==> src/rtl/uart_tx_arbiter.sv <==
// Round-robin arbiter sharing one uart_tx core among NREQ packet streams.
// Packets are atomic; the grant moves only on a last byte or an idle-hold timeout.
module uart_tx_arbiter #(
    parameter int NREQ     = 4,
    parameter int DBIT     = 8,
    parameter int HOLD_MAX = 255
) (
    input  logic                 clk,
    input  logic                 reset,
    input  logic [NREQ-1:0]      req,
    input  logic [NREQ-1:0]      last,
    input  logic [NREQ*DBIT-1:0] din,
    output logic [NREQ-1:0]      ack,
    output logic [NREQ-1:0]      grant,
    output logic                 tx_start,
    output logic [DBIT-1:0]      d_in,
    input  logic                 tx_done_tick,
    output logic                 busy
);

    localparam int PW = (NREQ > 1) ? $clog2(NREQ) : 1;

    typedef enum logic [1:0] {IDLE, LOAD, WAIT, HOLD} state_t;

    state_t          state_q, state_d;
    logic [PW-1:0]   ptr_q, ptr_d;
    logic [PW-1:0]   sel_q, sel_d;
    logic            last_q, last_d;
    logic [15:0]     hold_q, hold_d;
    logic [NREQ-1:0] grant_q, grant_d;
    logic [DBIT-1:0] d_in_q, d_in_d;

    logic [DBIT-1:0] din_a [NREQ];
    logic [PW-1:0]   idx;
    logic [PW-1:0]   pick;
    logic            pick_valid;
    logic [PW-1:0]   sel_inc;

    always_comb begin
        for (int unsigned i = 0; i < NREQ; i++) begin
            din_a[i] = din[i*DBIT +: DBIT];
        end
    end

    // First requester at or above ptr, wrapping modulo NREQ.
    always_comb begin
        idx        = '0;
        pick       = '0;
        pick_valid = 1'b0;
        for (int unsigned k = 0; k < NREQ; k++) begin
            idx = PW'((32'(ptr_q) + k) % NREQ);
            if (!pick_valid && req[idx]) begin
                pick_valid = 1'b1;
                pick       = idx;
            end
        end
    end

    assign sel_inc = (sel_q == PW'(NREQ - 1)) ? '0 : sel_q + PW'(1);

    always_ff @(posedge clk or posedge reset) begin
        if (reset) begin
            state_q <= IDLE;
            ptr_q   <= '0;
            sel_q   <= '0;
            last_q  <= 1'b0;
            hold_q  <= '0;
            grant_q <= '0;
            d_in_q  <= '0;
        end else begin
            state_q <= state_d;
            ptr_q   <= ptr_d;
            sel_q   <= sel_d;
            last_q  <= last_d;
            hold_q  <= hold_d;
            grant_q <= grant_d;
            d_in_q  <= d_in_d;
        end
    end

    always_comb begin
        state_d = state_q;
        ptr_d   = ptr_q;
        sel_d   = sel_q;
        last_d  = last_q;
        hold_d  = hold_q;
        grant_d = grant_q;
        d_in_d  = d_in_q;
        case (state_q)
            IDLE: begin
                if (pick_valid) begin
                    sel_d       = pick;
                    grant_d     = '0;
                    grant_d[pick] = 1'b1;
                    d_in_d      = din_a[pick];
                    last_d      = last[pick];
                    state_d     = LOAD;
                end
            end
            LOAD: state_d = WAIT;
            WAIT: begin
                if (tx_done_tick) begin
                    if (last_q) begin
                        grant_d = '0;
                        ptr_d   = sel_inc;
                        state_d = IDLE;
                    end else begin
                        hold_d  = '0;
                        state_d = HOLD;
                    end
                end
            end
            HOLD: begin
                // Release after HOLD_MAX consecutive idle cycles in HOLD.
                if (req[sel_q]) begin
                    d_in_d  = din_a[sel_q];
                    last_d  = last[sel_q];
                    state_d = LOAD;
                end else if (hold_q + 16'd1 == 16'(HOLD_MAX)) begin
                    hold_d  = '0;
                    grant_d = '0;
                    ptr_d   = sel_inc;
                    state_d = IDLE;
                end else begin
                    hold_d  = hold_q + 16'd1;
                end
            end
            default: state_d = IDLE;
        endcase
    end

    always_comb begin
        tx_start = (state_q == LOAD);
        busy     = (state_q != IDLE);
        ack      = '0;
        if (state_q == WAIT && tx_done_tick) begin
            ack[sel_q] = 1'b1;
        end
    end

    assign grant = grant_q;
    assign d_in  = d_in_q;

endmodule
==> config.mk <==
export PLATFORM = sky130hd
export DESIGN_NAME = uart_tx_arbiter
export DESIGN_NICKNAME = d
export VERILOG_FILES = /design/src/rtl/uart_tx_arbiter.sv
export SDC_FILE = /design/constraint.sdc
export NUM_CORES = 1
export LEC_CHECK = 0
export CORE_ASPECT_RATIO = 1.2
export CORE_MARGIN = 2
export CORE_UTILIZATION = 40
export DETAILED_ROUTE_END_ITERATION = 16
export MAX_ROUTING_LAYER = met4
export PLACE_DENSITY = 0.66
export SLEW_MARGIN = 10
export SYNTH_ARGS = -nofsm -noshare
export SYNTH_HDL_FRONTEND = slang
export SYNTH_SLANG_ARGS = --single-unit
export TNS_END_PERCENT = 30
==> constraint.sdc <==
create_clock -name clk -period 5.82 [get_ports clk]
set_input_delay 0.873 -clock clk [delete_from_list [all_inputs] [get_ports clk]]
set_output_delay 0.873 -clock clk [all_outputs]
set_load 0.005 [all_outputs]
Yosys cells after proc, flatten, opt, wreduce, memory -nomap -nowiden
Index checks and enable logic that the tools add are counted.
Widths: inputs -> output; s select.
{ "classes": {"add_sub_neg": 5, "n_lt_le_gt_ge": 10, "eq_ne": 13, "n_mux": 62, "n_bitwise": 2, "reduce_logical": 20} }
{ "ops": {"columns": ["operator", "count"], "rows": [
  ["$mux 16", 4],
  ["$mux 8", 6],
  ["$bmux 8 s2", 2],
  ["$pmux 16 s2", 1],
  ["$mux 2", 14],
  ["$mux 4", 6],
  ["$lt 2x3->1 const B", 6],
  ["$add 16x1->16 const B", 1],
  ["$eq 16x8->1 const B", 1],
  ["$pmux 8 s2", 1],
  ["$mux 1", 15],
  ["$bmux 1 s2", 7],
  ["$ne 2x2->1 const B", 7],
  ["$pmux 4 s3", 1],
  ["$pmux 2 s4", 1],
  ["$eq 2x2->1 const B", 3],
  ["$ge 3x3->1 const B", 2],
  ["$logic_and 1x1->1", 6],
  ["$not 2->3", 2],
  ["$reduce_and 3->1", 2],
  ["$reduce_and 6->1", 1],
  ["$reduce_bool 2->1", 3],
  ["$reduce_and 5->1", 1],
  ["$add 2x1->2 const B", 2],
  ["other kinds (12)", 17]
]} }
{ "word_totals": {"reg_bits": 35, "in_bits": 43, "word_cells": 119} }

Logic depth before layout (Yosys ltp)
{ "logic_depth": {"depth_word": 18, "mapped_depth": 8, "mapped_depth_nobuf": 8} }

Worst setup path after synthesis
OpenSTA, ideal clock, no wires.
{ "synth_path": {"kind": "input to register", "startpoint": "in req[3]", "endpoint": "reg ptr_q[0]", "setup_time_ps": 125, "arrival_time_ps": 2328, "slack_ps": 3367, "cell_stages": 7, "path_cell_list": "mux4_2 -> nor2_2 -> inv_1 -> nand2_1 -> nand4_1 -> nand2_1 -> mux2_2"} }
{ "synth_via": {"elab_chain_cells": 4} }
{ "synth_rtl": {"columns": ["item", "line", "source"], "rows": [
  ["start: declaration", "10", "input logic [NREQ-1:0] req,"],
  ["$bmux 1 s2", "115", "if (req[sel_q]) begin"],
  ["$mux 1 (implied by the code)", "115", null],
  ["$ne 2x2->1 (no line)", null, null],
  ["$reduce_and 5->1 (no line)", null, null],
  ["end signal: assignment", "72", "ptr_q <= ptr_d;"],
  ["end: declaration", "26", "logic [PW-1:0] ptr_q, ptr_d;"]
]} }
No other way between the ends. The select of a mux whose other input is x is not followed.
A chain may end at the register's enable or synchronous reset.

Worst setup path in the final report
{ "layout_path": {"startpoint": "in tx_done_tick", "endpoint": "out ack[3]"} }
{ "layout_via": {"elab_chain_cells": 2} }
{ "layout_rtl": {"columns": ["item", "line", "source"], "rows": [
  ["start: declaration", "17", "input logic tx_done_tick,"],
  ["$logic_and 1x1->1", "136", "if (state_q == WAIT && tx_done_tick) begin"],
  ["$mux 4", "136", null],
  ["end: declaration", "13", "output logic [NREQ-1:0] ack,"]
]} }
No other way between the ends.

==> out/qor.yml <==
detailed_routing:
  post_drt_wl_per_cell_um: 15.6
  vias: 2483
  drc: 0
  dr.pass1.iters: 4
  routed_wl_mm: 6.74
  viasPerCell: 5.75
  drtIter0Drc: 75
  ant_nets: 0
yosys:
  yosysTopAreaCellShare_pct: 33.0
  synthArstFlopShare_pct: 100
  synthFlopType: "dfrtp_1"
  synth-edff-count: 0
  netlist_instances: 290
  synth_warnings: 0
  syn_area_per_cell_um2: 9.16
  syn-num-nets: 339
  netlist_top_cells_area: "dfrtp_1, mux4_2, mux2i_1"
  netlist_area_um2: 2660
  synth_top_area_cell: "dfrtp_1"
  ys_ff_latch: 35
  ys_seq_area_share_pct: 33.0
  synth.distinct_cells: 49
cts:
  clk_path_buf_depth: 2
  cts.root.buffer_cell: "clkbuf_8"
  cts_hold_buf: 0
  ctsHtreeMaxLevel: 2
  cts_tree: "built"
  cts_setup_buffers: 0
  cts_made_buffers: 5
  ctsResizeCount: 0
  clk_latency_ns: 0.29
  cts.sinks: 35
  path_clk_slew_ns: 0.08
floorplanning:
  die_h_um: 93.3
  fp-row-count: 32
  start_util_pct: 41.2
  die-area_um2: 7310
  io-pin-count: 61
  core-area_um2: 6450
  die_w_um: 78.4
place:
  portBuffers: 60
  gp_congestion: 0.935
  dp_hpwl_mm: 5.08
sta:
  rsz0062_at_grt: "false"
  period_minus_slack_ns: 3.23
  slew_violations: 0
  tns_ns: 0
  relSlewSlack_pct: 48.9
  fin_crit_sh_pct: 55.5
  worstMarginPinSlew_ns: 0.766
  setup_viol: 0
  hold_violations: 0
  fmax_mhz: 310
  skew_ns: 0.0110
global_route:
  grt_max_degree: 36
  grt_overflow: 0
  grt_pass1_wl_mm: 11.4
  antenna_found_initial: 0
  grt_pass1_vias: 2448
  grtUsageTotal_pct: 20.3
setup_path:
  cp-endpoint: "ack[3]"
  reg2regPathDepth: 6
  required_ns: 4.95
  cp-end-kind: "primary output"
  crit_chain: "clkdlybuf4s50_1 > and3_1 > and2_1 > clkdlybuf4s50_1"
  crit_slowest_cell: "clkdlybuf4s50_1"
  cp.depth: 4
  reg2reg_from: "sel_q[0]$_DFFE_PP0P_"
  critPathMaxFanout: 6
  critPathTopFamily: "buffers and inverters"
  cp-start-kind: "primary input"
  timing.rr.end: "grant[3]$_DFFE_PP0P_"
  cp-startpoint: "tx_done_tick"
  cp.arrival_ns: 2.36
  regToRegSetupSlack_ns: 3.05
  timing.critical_path.buf_inv: 2
  criticalPathCategory: "primary input to primary output"
  path_common_cell: "clkdlybuf4s50_1"
  slowest_delay_ns: 0.52
finish:
  finalNetCount: 395
  area_delta_synth_final_pct: 28.7
  antenna_cells: 0
  ff_latch_area_um2: 876
  drive_gt1_share_pct: 12.4
  fill_cells: 627
  finalCoreUtilization_pct: 53.0
  multi_input_area_um2: 1660
outcome:
  status: "finished, final reports clean"
power:
  ir_drop_uv: 164
  p_leak_nw: 1.40
  power_density_nw_per_um2: 378
job:
  cap_violations: 0
min_path:
  min-delay-start: "grant[3]$_DFFE_PP0P_"
  hp-class: "flip-flop to flip-flop"
## worst min path at each step
stage                                 to  slack [ns]  cells past startpoint
global route        grant[3]$_DFFE_PP0P_        0.61                      1
floorplan           grant[1]$_DFFE_PP0P_        0.52                      2
detailed placement  grant[3]$_DFFE_PP0P_        0.55                      1
CTS                 grant[3]$_DFFE_PP0P_        0.57                      1
global placement    grant[1]$_DFFE_PP0P_        0.55                      2
finish              grant[3]$_DFFE_PP0P_        0.57                      1
## synth_stat cells, types with 2 or more instances
cell type	instances
a21oi_1	18
a221o_1	2
a22oi_1	4
a31oi_1	3
a41o_1	3
and2_1	4
and3_1	4
buf_1	3
buf_2	3
clkbuf_1	8
dfrtp_1	35
ha_1	6
inv_1	17
mux2_2	10
mux2i_1	19
mux4_2	10
nand2_1	26
nand2b_1	5
nand3_1	7
nand4_1	9
nand4_2	2
nor2_1	18
nor2b_1	2
nor3_1	3
o211ai_1	3
o21ai_0	16
o21ai_1	5
o22ai_1	15
or2_2	2
or3_1	7
xnor2_1	3
## metrics by stage
step	worst slack, ns	instance area (um^2)	cells	hold WS, ns	total power [mW]
final	2.59	3420	432	0.568	1.29
after floorplan	3.37	2660	290	0.518	0.864
after global routing	2.51	3420	432	0.609	1.40
after global placement	2.56	3330	424	0.547	1.11
after CTS	2.55	3420	432	0.573	1.31
after detailed placement	2.56	3330	424	0.552	1.12
## kinds of logic (layout without fill, tap and decap cells)
group,after synthesis,count (layout),share of synthesized area (%)
flip-flops,35,35,33.0
adder cells (fa/ha/maj),6,6,2.83
AO/OA/AOI/OAI,74,74,17.7
multiplexers,40,40,20.3
AND/OR/NAND/NOR,99,99,20.0
XOR/XNOR,4,4,1.32
buffers and inverters,32,89,4.81
## cell type report
type	count	area share (%)
multi-input cells	223	48.4
flip-flops and latches	35	25.6
repair buffers	64	18.5
well taps	85	3.11
clock buffers	6	2.12
inverters	17	1.87
clock inverters	2	0.366
## report_power, final
group	total, mW	internal [mW]	switching, mW
Combinational	0.672	0.359	0.313
Sequential	0.444	0.322	0.122
Clock	0.176	0.0837	0.0924
## state kept, by name, summed over array words and instances (netlist names)
name	flops
d_in	8
last_q	1
ptr_q	2
state_q	2
grant	4
hold_q	16
sel_q	2
## metal layers
layer / global-route usage (%) / vias to the layer above / routed length [um]
met4: 8.33 / 0 / 172
met1: 24.5 / 1190 / 2820
met5: - / - / 0
met2: 33.6 / 84 / 3420
met3: 3.67 / 12 / 326
li1: - / 1197 / -
## layout by cell type, fill, tap and decap left out, drive strengths merged, types with 2 or more instances in the layout
master	synthesis	layout
clkdlybuf4s50	0	60
dfrtp	35	35
nand2	26	26
o21ai	21	21
mux2i	19	19
nor2	19	19
a21oi	19	19
inv	17	17
o22ai	15	15
mux2	11	11
nand4	11	11
mux4	10	10
nand3	8	8
or3	7	7
ha	6	6
clkbuf	8	6
nand2b	5	5
and3	4	4
and2	4	4
a22oi	4	4
buf	7	4
nor3	4	4
a31oi	4	4
xnor2	3	3
a41o	3	3
o211ai	3	3
nor2b	2	2
or2	2	2
a221o	2	2
No activity file was read; power rests on OpenSTA's default activity.
